--- config.mk ---
export PLATFORM = sky130hd
export DESIGN_NAME = ov7670_frame_capture
export DESIGN_NICKNAME = d
export VERILOG_FILES = /design/src/rtl/ov7670_frame_capture.sv
export SDC_FILE = /design/constraint.sdc
export NUM_CORES = 1
export LEC_CHECK = 0
export ABC_AREA = 1
export BUFFER_PORTS_ARGS = -buffer_cell sky130_fd_sc_hd__buf_2
export CAP_MARGIN = 30
export CORE_ASPECT_RATIO = 2
export CORE_MARGIN = 4
export CORE_UTILIZATION = 35
export DETAILED_ROUTE_END_ITERATION = 16
export GPL_TIMING_DRIVEN = 0
export SLEW_MARGIN = 20
export SYNTH_ARGS = -nofsm -noshare
export SYNTH_HDL_FRONTEND = slang
export SYNTH_SLANG_ARGS = --single-unit
--- constraint.sdc ---
create_clock -name i_clk -period 5.5 [get_ports i_clk]
set_input_delay 0.825 -clock i_clk [delete_from_list [all_inputs] [get_ports i_clk]]
set_output_delay 0.825 -clock i_clk [all_outputs]
set_load 0.005 [all_outputs]
--- src/rtl/ov7670_frame_capture.sv ---
// ov7670_frame_capture
//   Receives an OV7670 RGB565 stream and writes a cropped, decimated frame
//   into the VGA frame BRAM. The sensor pins (PCLK, VS, HS, DATA) are treated
//   as data: they are synchronised into i_clk and their edges are detected
//   there, so i_clk must run at least 4x PCLK.
//
//   Optional build macro: OV7670_TEST_PATTERN_EN. When defined, the port
//   i_test_mode is added. Setting it replaces the pixel data with 8 vertical
//   colour bars, leaving timing, addresses and valid unchanged.
//
//   Ports
//     i_clk, i_reset       system clock, asynchronous active-high reset
//     i_start_capture      pulse, arms a capture from IDLE
//     i_continuous         re-arm after each frame (sampled in DONE)
//     i_abort              pulse, return to IDLE (wins over start)
//     i_h_start/i_v_start  crop window origin, latched at VS fall
//     i_PCLK/i_VS/i_HS/i_DATA  raw sensor pins
//     o_pixel_data/o_h_addr/o_v_addr/o_valid  BRAM write port
//     o_present_state      0 IDLE,1 WAIT_VS,2 VS_ACTIVE,3 CAPTURE,4 DONE
//     o_frame_done/o_frame_err  one-cycle completion / truncation pulses
//     o_frame_cnt          completed frames, wraps
module ov7670_frame_capture #(
  parameter int DATA_WIDTH  = 8,
  parameter int SENS_H      = 640,
  parameter int SENS_V      = 480,
  parameter int OUT_H       = 320,
  parameter int OUT_V       = 240,
  parameter int H_DECIM     = 2,
  parameter int V_DECIM     = 2,
  parameter int SYNC_STAGES = 2,
  parameter int PXL_WIDTH   = 16
) (
  input  logic                        i_clk,
  input  logic                        i_reset,
  input  logic                        i_start_capture,
  input  logic                        i_continuous,
  input  logic                        i_abort,
  input  logic [$clog2(SENS_H)-1:0]   i_h_start,
  input  logic [$clog2(SENS_V)-1:0]   i_v_start,
  input  logic                        i_PCLK,
  input  logic                        i_VS,
  input  logic                        i_HS,
  input  logic [DATA_WIDTH-1:0]       i_DATA,
`ifdef OV7670_TEST_PATTERN_EN
  input  logic                        i_test_mode,
`endif
  output logic [PXL_WIDTH-1:0]        o_pixel_data,
  output logic [$clog2(OUT_H):0]      o_h_addr,
  output logic [$clog2(OUT_V):0]      o_v_addr,
  output logic                        o_valid,
  output logic [2:0]                  o_present_state,
  output logic                        o_frame_done,
  output logic                        o_frame_err,
  output logic [15:0]                 o_frame_cnt
);

  localparam int HW  = $clog2(SENS_H) + 1;
  localparam int VW  = $clog2(SENS_V) + 1;
  localparam int HAW = $clog2(OUT_H) + 1;
  localparam int VAW = $clog2(OUT_V) + 1;

  typedef enum logic [2:0] {
    IDLE      = 3'd0,
    WAIT_VS   = 3'd1,
    VS_ACTIVE = 3'd2,
    CAPTURE   = 3'd3,
    DONE      = 3'd4
  } state_t;

  state_t state;

  // Input synchronisers; all pins share the same depth so DATA stays aligned
  // with the PCLK edge it was captured on.
  logic [SYNC_STAGES-1:0]                 pclk_sync, vs_sync, hs_sync;
  logic [SYNC_STAGES-1:0][DATA_WIDTH-1:0] data_sync;
  logic                                   pclk_d, vs_d, hs_d;

  always_ff @(posedge i_clk or posedge i_reset) begin
    if (i_reset) begin
      pclk_sync <= '0;
      vs_sync   <= '0;
      hs_sync   <= '0;
      data_sync <= '0;
      pclk_d    <= 1'b0;
      vs_d      <= 1'b0;
      hs_d      <= 1'b0;
    end else begin
      pclk_sync <= {pclk_sync[SYNC_STAGES-2:0], i_PCLK};
      vs_sync   <= {vs_sync[SYNC_STAGES-2:0], i_VS};
      hs_sync   <= {hs_sync[SYNC_STAGES-2:0], i_HS};
      data_sync <= {data_sync[SYNC_STAGES-2:0], i_DATA};
      pclk_d    <= pclk_sync[SYNC_STAGES-1];
      vs_d      <= vs_sync[SYNC_STAGES-1];
      hs_d      <= hs_sync[SYNC_STAGES-1];
    end
  end

  logic                  pclk_s, vs_s, hs_s;
  logic [DATA_WIDTH-1:0] data_s;
  logic                  pclk_rise, vs_rise, vs_fall, hs_rise, hs_fall;

  assign pclk_s    = pclk_sync[SYNC_STAGES-1];
  assign vs_s      = vs_sync[SYNC_STAGES-1];
  assign hs_s      = hs_sync[SYNC_STAGES-1];
  assign data_s    = data_sync[SYNC_STAGES-1];
  assign pclk_rise = pclk_s & ~pclk_d;
  assign vs_rise   = vs_s & ~vs_d;
  assign vs_fall   = ~vs_s & vs_d;
  assign hs_rise   = hs_s & ~hs_d;
  assign hs_fall   = ~hs_s & hs_d;

  // Frame position and latched window origin
  logic [HW-1:0]             h_cnt;
  logic [VW-1:0]             v_cnt;
  logic [$clog2(SENS_H)-1:0] h_start_q;
  logic [$clog2(SENS_V)-1:0] v_start_q;
  logic                      phase;
  logic [DATA_WIDTH-1:0]     hi_byte;

  // Window / decimation decode for the pixel at the current h_cnt/v_cnt
  int             h_off, v_off;
  logic           h_keep, v_keep, v_last;
  logic [HAW-1:0] h_addr_nxt;
  logic [VAW-1:0] v_addr_nxt;
  logic [PXL_WIDTH-1:0] pix_nxt;

  always_comb begin
    h_off      = int'(h_cnt) - int'(h_start_q);
    v_off      = int'(v_cnt) - int'(v_start_q);
    h_keep     = (h_off >= 0) && (h_off < OUT_H*H_DECIM) && ((h_off % H_DECIM) == 0);
    v_keep     = (v_off >= 0) && (v_off < OUT_V*V_DECIM) && ((v_off % V_DECIM) == 0);
    v_last     = v_keep && ((v_off / V_DECIM) == OUT_V-1);
    h_addr_nxt = HAW'(h_off / H_DECIM);
    v_addr_nxt = VAW'(v_off / V_DECIM);
  end

`ifdef OV7670_TEST_PATTERN_EN
  localparam int BAR_W = (OUT_H/8 > 0) ? OUT_H/8 : 1;
  int                   bar_idx;
  logic [PXL_WIDTH-1:0] bar_color;

  always_comb begin
    bar_idx = int'(h_addr_nxt) / BAR_W;
    if (bar_idx > 7) bar_idx = 7;
    case (bar_idx)
      0:       bar_color = PXL_WIDTH'(16'hFFFF); // white
      1:       bar_color = PXL_WIDTH'(16'hFFE0); // yellow
      2:       bar_color = PXL_WIDTH'(16'h07FF); // cyan
      3:       bar_color = PXL_WIDTH'(16'h07E0); // green
      4:       bar_color = PXL_WIDTH'(16'hF81F); // magenta
      5:       bar_color = PXL_WIDTH'(16'hF800); // red
      6:       bar_color = PXL_WIDTH'(16'h001F); // blue
      default: bar_color = PXL_WIDTH'(16'h0000); // black
    endcase
    pix_nxt = i_test_mode ? bar_color : PXL_WIDTH'({hi_byte, data_s});
  end
`else
  always_comb pix_nxt = PXL_WIDTH'({hi_byte, data_s});
`endif

  assign o_present_state = state;

  always_ff @(posedge i_clk or posedge i_reset) begin
    if (i_reset) begin
      state        <= IDLE;
      h_cnt        <= '0;
      v_cnt        <= '0;
      h_start_q    <= '0;
      v_start_q    <= '0;
      phase        <= 1'b0;
      hi_byte      <= '0;
      o_pixel_data <= '0;
      o_h_addr     <= '0;
      o_v_addr     <= '0;
      o_valid      <= 1'b0;
      o_frame_done <= 1'b0;
      o_frame_err  <= 1'b0;
      o_frame_cnt  <= '0;
    end else begin
      o_valid      <= 1'b0;
      o_frame_done <= 1'b0;
      o_frame_err  <= 1'b0;
      if (i_abort) begin
        state <= IDLE;
      end else begin
        case (state)
          IDLE:    if (i_start_capture) state <= WAIT_VS;
          WAIT_VS: if (vs_rise) state <= VS_ACTIVE;
          VS_ACTIVE: if (vs_fall) begin
            state     <= CAPTURE;
            h_cnt     <= '0;
            v_cnt     <= '0;
            phase     <= 1'b0;
            h_start_q <= i_h_start;
            v_start_q <= i_v_start;
          end
          CAPTURE: begin
            if (vs_rise) begin
              // new frame started before ours finished: report and resync
              o_frame_err <= 1'b1;
              state       <= VS_ACTIVE;
            end else if (hs_fall) begin
              h_cnt <= '0;
              if (v_cnt != '1) v_cnt <= v_cnt + 1'b1;
              if (v_last) begin
                state        <= DONE;
                o_frame_done <= 1'b1;
                o_frame_cnt  <= o_frame_cnt + 16'd1;
              end
            end else if (pclk_rise && hs_s) begin
              // a coincident HS rise restarts the byte pair on this byte
              if (!phase || hs_rise) begin
                hi_byte <= data_s;
                phase   <= 1'b1;
              end else begin
                phase <= 1'b0;
                if (h_cnt != '1) h_cnt <= h_cnt + 1'b1;
                if (h_keep && v_keep) begin
                  o_valid      <= 1'b1;
                  o_pixel_data <= pix_nxt;
                  o_h_addr     <= h_addr_nxt;
                  o_v_addr     <= v_addr_nxt;
                end
              end
            end else if (hs_rise) begin
              phase <= 1'b0;
            end
          end
          DONE:    state <= i_continuous ? WAIT_VS : IDLE;
          default: state <= IDLE;
        endcase
      end
    end
  end

endmodule

# After elaboration in Yosys (flattened, before gate mapping)
# Index checks and enable logic that the tools add are counted.
# totals
register_bits,131
word_cells,134
input_bits,35
output_inout_bits,57
# classes
reduce_logical,21
n_lt_le_gt_ge,4
n_bitwise,16
n_addsub,7
n_mux,43
eq_ne,21
# op_table
op,count
$mux 11,6
$logic_not 32->1,2
$mux 10,4
$add 32x1->32,1
$eq 32x9->1 const B,1
$mux 1,22
$pmux 11 s2,1
$mux 3,7
$ne 3x3->1 const B,7
$pmux 10 s2,1
$reduce_and 6->1,3
$add 16x1->16 const B,1
$pmux 3 s5,1
$reduce_and 7->1,2
$ge 12x1->1 const B,1
$lt 12x11->1 const B,1
$sub 11x10->12,1
$add 11x1->11 const B,1
$ge 11x1->1 const B,1
$lt 11x10->1 const B,1
$ne 11x11->1 const B,1
$sub 10x9->11,1
$add 10x1->10,1
$add 10x1->10 const B,1
other kinds (16),43

# Longest topological paths before layout
# Gate-level depths: netlist (run 1).
# depth
ltp_word,12
depth_mapped,35
mapped_depth_nobuf,35

# Worst setup path before layout (run 1)
# No wires, ideal clock.
# synth_timing
path_kind,register to register
startpoint,register v_cnt[0]
endpoint,register o_frame_cnt[7]
slack_ns,1.206
arrival_time_ns,4.177
synth_period_minus_slack_ns,4.294
setup_time_ns,0.117
n_path_buf,1
required_time_ns,5.383
path_stages_with_launch,35
cell_sequence,dfrtp_1 inv_1 ha_1 fa_1 inv_1 nand2_2 nand2_1 nand3_1 nand2_1 nand2_1 nand3_1 nor2_1 ha_1 inv_1 nor2_1 nand3_1 nor2_4 nand3_1 nand3b_1 or2_2 ha_1 nand2_1 nor2_1 nand3_1 nor2_1 nand3_1 nor2_1 nand2_1 nor2_2 nand3_2 nor3_4 buf_6 nand3_1 nand2_1 nand2_1
# synth_between
elab_chain_len,6
word_cells_on_any_way,11
classes_between,add/sub (2); order compare (2); eq/ne (1); bitwise (1); reduce/logical (5)
# synth_lines
item,line,source
start: declaration,114,logic [VW-1:0] v_cnt;
start signal: assignment,204,if (v_cnt != '1) v_cnt <= v_cnt + 1'b1;
$sub 10x9->11 (*),129,v_off = int'(v_cnt) - int'(v_start_q);
"$and 1x1->1 (no line), or another cell as far along",n/a,
"$add 32x1->32 (no line), or another cell as far along",n/a,
$eq 32x9->1 or $logic_and 1x1->1 (tied branches),"132, 131",
$logic_and 1x1->1 (*),132,v_last = v_keep && ((v_off / V_DECIM) == OUT_V-1);
$reduce_and 5->1 (no line) (*),n/a,
end signal: assignment,208,o_frame_cnt <= o_frame_cnt + 16'd1;
end: declaration,54,output logic [15:0] o_frame_cnt
# Every way passes the cells marked *; elsewhere a longest branch is shown, timed or not.
# A chain may end at the register's enable or synchronous reset.

# Final worst setup path (run 1)
# layout_timing
startpoint,register v_cnt[0]
endpoint,register o_frame_cnt[15]
# The elaborated chain is that of the path after synthesis.

==> results.json, run 1 <==
{
  "hpwl_mm": 13.7,
  "grt_pass1_vias": 6067,
  "final_antenna_net_count": 0,
  "yosysTopAreaCell": "dfrtp_1",
  "hold_viol_final": 0,
  "synth_cell_types": 38,
  "setup_viol": 0,
  "outcome": "completed",
  "grt_max_degree": 70,
  "tightest_slew_ns": 0.648,
  "cap_violations": 0,
  "num_io_pins": 92,
  "final_max_slew_viol_count": 0,
  "crit_type": "reg -> reg",
  "start_util_pct": 35.8,
  "async_flop_share_pct": 100,
  "crit_path_end_kind": "flop",
  "final_nets": 1063,
  "layout_common_cells": "245 x nand2_1, 134 x inv_1, 131 x dfrtp_1",
  "crit_path_start_kind": "flop",
  "cts_hold_buf": 0,
  "std_cell_rows": 72,
  "gp_congestion": 0.828,
  "synth.avg_cell_area_um2": 7.96,
  "synth_area_mm2": 0.00697,
  "ir_worst_vdd_v": 0.000255,
  "antennaDiodeCount": 0,
  "wl_per_cell_um": 13.9,
  "slowest_stage": "dfrtp_1",
  "htreeDepth": 4,
  "dp_slack_ns": 0.150,
  "leakage_nw": 4.46,
  "worstPathRequired_ns": 5.82,
  "clk_pin_slew_ns": 0.06,
  "area_growth_pct": 21.4,
  "min_from": "data_sync[1]",
  "synth_seq_cells": 131,
  "cts.sinks": 131,
  "max_clock_freq_ghz": 0.195,
  "cts_buffers": 17,
  "arrival_ns": 5.45,
  "synth.yosys.seq_area_share_pct": 47.0,
  "drt_first_pass_iters": 4,
  "max-slew-margin-rel_pct": 56.8,
  "hold_depth": 0,
  "die_h_um": 208,
  "cellPowerDensity_mw_per_mm2": 477,
  "ys.flop_type": "dfrtp_1",
  "synth_edf_count": 0,
  "via_count": 5880,
  "syn_nets": 947,
  "clock_latency_ns": 0.43,
  "track_usage_pct": 16.6,
  "slowest_delay_ns": 0.38,
  "numPortBuffers": 91,
  "post-route-period-util_pct": 93.3,
  "rr_worst_depth": 34,
  "clock_skew_ns": 0.0112,
  "clockRootBuffer": "clkbuf_16",
  "cpMostUsedCell": "nand2_1",
  "clock_path_buffers": 2,
  "stdcell_area_mm2": 0.00846,
  "final_common_cell": "nand2_1",
  "r2r-end": "o_frame_cnt[15]",
  "synthCells": 876,
  "antenna_found_initial": 0,
  "min_path_type": "reg -> reg",
  "min_period_ns": 5.13,
  "dpl_cell_area_mm2": 0.00778,
  "overflow": 0,
  "cts_tree": "built",
  "core_area_mm2": 0.0195,
  "crit_fanout": 6,
  "wl_mm": 17.6,
  "yosysWarnings": 0,
  "synth_top_area_share_pct": 47.0,
  "grt_pass1_wl_mm": 29.3,
  "drive_gt1_share_pct": 17.1,
  "dieArea_mm2": 0.0224,
  "hold-path-endpoint": "data_s[1]",
  "drc": 0,
  "dp_cells": 1227,
  "synth_area_leaders": "dfrtp_1 47%, nand2_1 13%, inv_1 7.3%",
  "via_per_inst": 4.65,
  "timing.rr.start": "v_cnt[0]",
  "die_w_um": 108,
  "fin_ws_ns": 0.367,
  "instances_no_fill": 1264,
  "rrSetupSlack_ns": 0.37,
  "drtIter0Drc": 211
}
layout make-up:
| class | instances | area, µm² |
|---|---|---|
| Clock inverter | 13 | 149 |
| Timing Repair Buffer | 97 | 524 |
| Sequential cell | 131 | 3280 |
| Buffer | 14 | 75.1 |
| Inverter | 138 | 526 |
| Clock buffer | 19 | 453 |
| Multi-Input combinational cell | 593 | 3130 |
| Tap cell | 259 | 324 |
| Fill cell | 2058 | 11000 |
Yosys cell counts, types with 6 or more instances:
| cell | count |
|---|---|
| clkbuf_1 | 6 |
| ha_1 | 34 |
| nand2_1 | 245 |
| o21ai_0 | 63 |
| nor2_1 | 56 |
| xor2_1 | 14 |
| nor3_1 | 27 |
| a21oi_1 | 26 |
| nand3_1 | 57 |
| xnor2_1 | 8 |
| buf_2 | 6 |
| inv_1 | 135 |
| nand2_2 | 6 |
| dfrtp_1 | 131 |
| nand4_1 | 21 |
flip-flops by register name (all words and copies together), names as in the netlist, 9 cells and up:
register and flops:
o_v_addr 9, o_pixel_data 16, o_frame_cnt 16, h_start_q 10, v_cnt 10, v_start_q 9, h_cnt 11, o_h_addr 10
power by group:
group          switching, mW  total (mW)  internal [mW]
Sequential            0.0738        1.16           1.09
Combinational           1.14        1.71          0.574
Clock                  0.466        1.16          0.699
per-stage QoR:
| step | power [mW] | utilization [%] | setup TNS [ns] | hold WS (ns) |
|---|---|---|---|---|
| after global placement | 2.83 | 39.8 | -56.16 | 0.333 |
| after global routing | 4.37 | 43.5 | -0.0920 | 0.357 |
| final | 4.04 | 43.5 | 0 | 0.347 |
| after CTS | 4.05 | 43.1 | 0 | 0.349 |
| after floorplan | 2.44 | - | 0 | 0.331 |
| after detailed placement | 2.87 | 40.0 | 0 | 0.336 |
critical path, delay by kind of cell, from the launching register on:
family                   cells  cell delay, ns
AND/OR/NAND/NOR             25            3.18
buffers and inverters        5            0.51
adder cells (fa/ha/maj)      4            0.96
flip-flops                   1            0.38
layer usage:
layer  vias up  wire, µm  global-route usage [%]
met5         -         0                       0
met4         0       371                    6.54
met3        22       526                    2.96
met2       101     10300                    32.2
met1      2733      6440                    16.9
li1       3024         -                       -
how the worst max path moves through the flow:
stage | start | endpoint | cells past startpoint
3_3_place_gp | i_reset | o_v_addr[6] | 2
3_5_place_dp | v_cnt[0] | o_frame_cnt[10] | 33
2_1_floorplan | i_reset | data_s[0] | 1
5_1_grt | v_cnt[0] | o_frame_cnt[5] | 34
6_report | v_cnt[0] | o_frame_cnt[15] | 34
4_1_cts | v_cnt[0] | o_frame_cnt[10] | 33
kinds of logic (layout without fill, tap and decap cells):
family,after synthesis,count (layout),share of synthesized area [%]
fa+ha+maj,36,36,6.68
xor+xnor,22,22,2.76
compound gates,99,99,7.63
simple gates,436,436,27.4
flops,131,131,47.0
buf+inv,152,281,8.51
repair_timing:
action | 4_1_cts | 5_1_grt
gates resized for setup | 0 | 10
setup endpoints to repair | 0 | 18
setup buffers | 0 | 4
No activity file was read; power rests on OpenSTA's default activity.
==> run 2, diff against run 1 <==
--- a/config.mk
+++ b/config.mk
@@ -10,7 +10,7 @@
 export CAP_MARGIN = 30
 export CORE_ASPECT_RATIO = 2
 export CORE_MARGIN = 4
-export CORE_UTILIZATION = 35
+export CORE_UTILIZATION = 25
 export DETAILED_ROUTE_END_ITERATION = 16
 export GPL_TIMING_DRIVEN = 0
 export SLEW_MARGIN = 20
==> results.json, run 2 (same netlist as run 1, synthesis figures left out) <==
{
  "clock_skew_ns": 0.0134,
  "num_io_pins": 92,
  "overflow": 0,
  "tightest_slew_ns": 0.768,
  "min_period_ns": 4.88,
  "dp_slack_ns": 0.396,
  "clock_latency_ns": 0.43,
  "crit_buf_inv": 4,
  "cts_buffers": 17,
  "grt_pass1_vias": 6238,
  "cpMostUsedCell": "nand2_1",
  "dieArea_mm2": 0.0308,
  "ir_worst_vdd_v": 0.000243,
  "min_path_type": "in -> async",
  "drtIter0Drc": 284,
  "gp_congestion": 0.870,
  "cts_tree": "built",
  "dp_cells": 1320,
  "r2r-end": "o_frame_cnt[6]",
  "cap_violations": 0,
  "timing.rr.start": "v_cnt[0]",
  "drive_gt1_share_pct": 16.7,
  "leakage_nw": 4.45,
  "max_clock_freq_ghz": 0.205,
  "clockRootBuffer": "clkbuf_16",
  "final_max_slew_viol_count": 0,
  "area_growth_pct": 23.0,
  "slowest_stage": "dfrtp_1",
  "die_w_um": 126,
  "core_area_mm2": 0.0275,
  "crit_path_end_kind": "flop",
  "htreeDepth": 4,
  "instances_no_fill": 1355,
  "track_usage_pct": 12.7,
  "rsz0062_at_grt": "false",
  "wl_per_cell_um": 13.9,
  "hpwl_mm": 15.0,
  "crit_start": "v_cnt[0]",
  "final_util_pct": 31.1,
  "via_count": 5984,
  "final_common_cell": "nand2_1",
  "cts.sinks": 131,
  "critPathTopFamily": "simple AND/OR/NAND/NOR gates",
  "antenna_found_initial": 0,
  "crit_fanout": 6,
  "hold_viol_final": 0,
  "crit_type": "reg -> reg",
  "tns_ns": 0,
  "clk_pin_slew_ns": 0.06,
  "layout_common_cells": "244 x nand2_1, 134 x inv_1, 131 x dfrtp_1",
  "cellPowerDensity_mw_per_mm2": 479,
  "via_per_inst": 4.42,
  "fin_hold_ws_ns": 0.348,
  "rrSetupSlack_ns": 0.62,
  "die_h_um": 244,
  "max-slew-margin-rel_pct": 48.3,
  "worstPathRequired_ns": 5.82,
  "std_cell_rows": 86,
  "crit_path_start_kind": "flop",
  "arrival_ns": 5.19,
  "setup_viol": 0,
  "drc": 0,
  "worstSetupEndpoint": "o_frame_cnt[6]",
  "reg_top3": "o_frame_cnt x16, o_pixel_data x16, h_cnt x11",
  "clock_path_buffers": 2,
  "final_nets": 1060,
  "rr_worst_depth": 33,
  "slowest_delay_ns": 0.39,
  "post-route-period-util_pct": 88.6,
  "grt_max_degree": 102,
  "grt_pass1_wl_mm": 30.8,
  "wl_mm": 18.8,
  "numPortBuffers": 91,
  "fin_ws_ns": 0.624,
  "outcome": "completed",
  "start_util_pct": 25.3,
  "worstSetupPathDepth": 33,
  "cts_hold_buf": 0,
  "final_antenna_net_count": 0,
  "drt_first_pass_iters": 4
}
==> run 2: stage by stage <==
step	power (mW)	cell area, µm²
floorplan	2.44	6970
global placement	2.89	7870
detailed placement	2.91	7900
CTS	4.14	8530
global route	4.44	8570
finish	4.10	8570
==> run 2: layer usage <==
metal | global-route usage (%) | up-vias | share of wire (%)
met2 | 25.4 | 103 | 59
met4 | 6.51 | 0 | 4.2
li1 | - | 3025 | -
met3 | 2.56 | 37 | 3.5
met1 | 11.6 | 2819 | 34
met5 | 0 | - | 0
==> run 2: how the worst min path moves through the flow <==
stage	from	endpoint	slack, ns	cells past startpoint
6_report	i_reset	data_sync[5]	0.35	2
3_5_place_dp	data_sync[1]	data_s[1]	0.33	0
2_1_floorplan	data_sync[0]	data_s[0]	0.33	0
3_3_place_gp	data_sync[3]	data_s[3]	0.33	0
5_1_grt	i_reset	data_sync[3]	0.35	2
4_1_cts	i_reset	data_sync[1]	0.34	2
==> run 2: final cells by class <==
type,instances,area [µm²]
Multi-Input combinational cell,593,3130
Inverter,138,526
Sequential cell,131,3280
Clock inverter,13,173
Timing Repair Buffer,94,498
Tap cell,352,440
Fill cell,2951,19000
Buffer,14,75.1
Clock buffer,19,453
Antenna cell,1,2.50
==> run 2: power by group <==
group          internal (mW)  switching, mW
registers               1.09         0.0708
clock network          0.744          0.459
logic                  0.562           1.18
==> run 2: timing repair <==
action / CTS / global route
endpoints found under the setup margin: 0 / 17
gates resized for setup: 0 / 6
setup buffers: 0 / 2
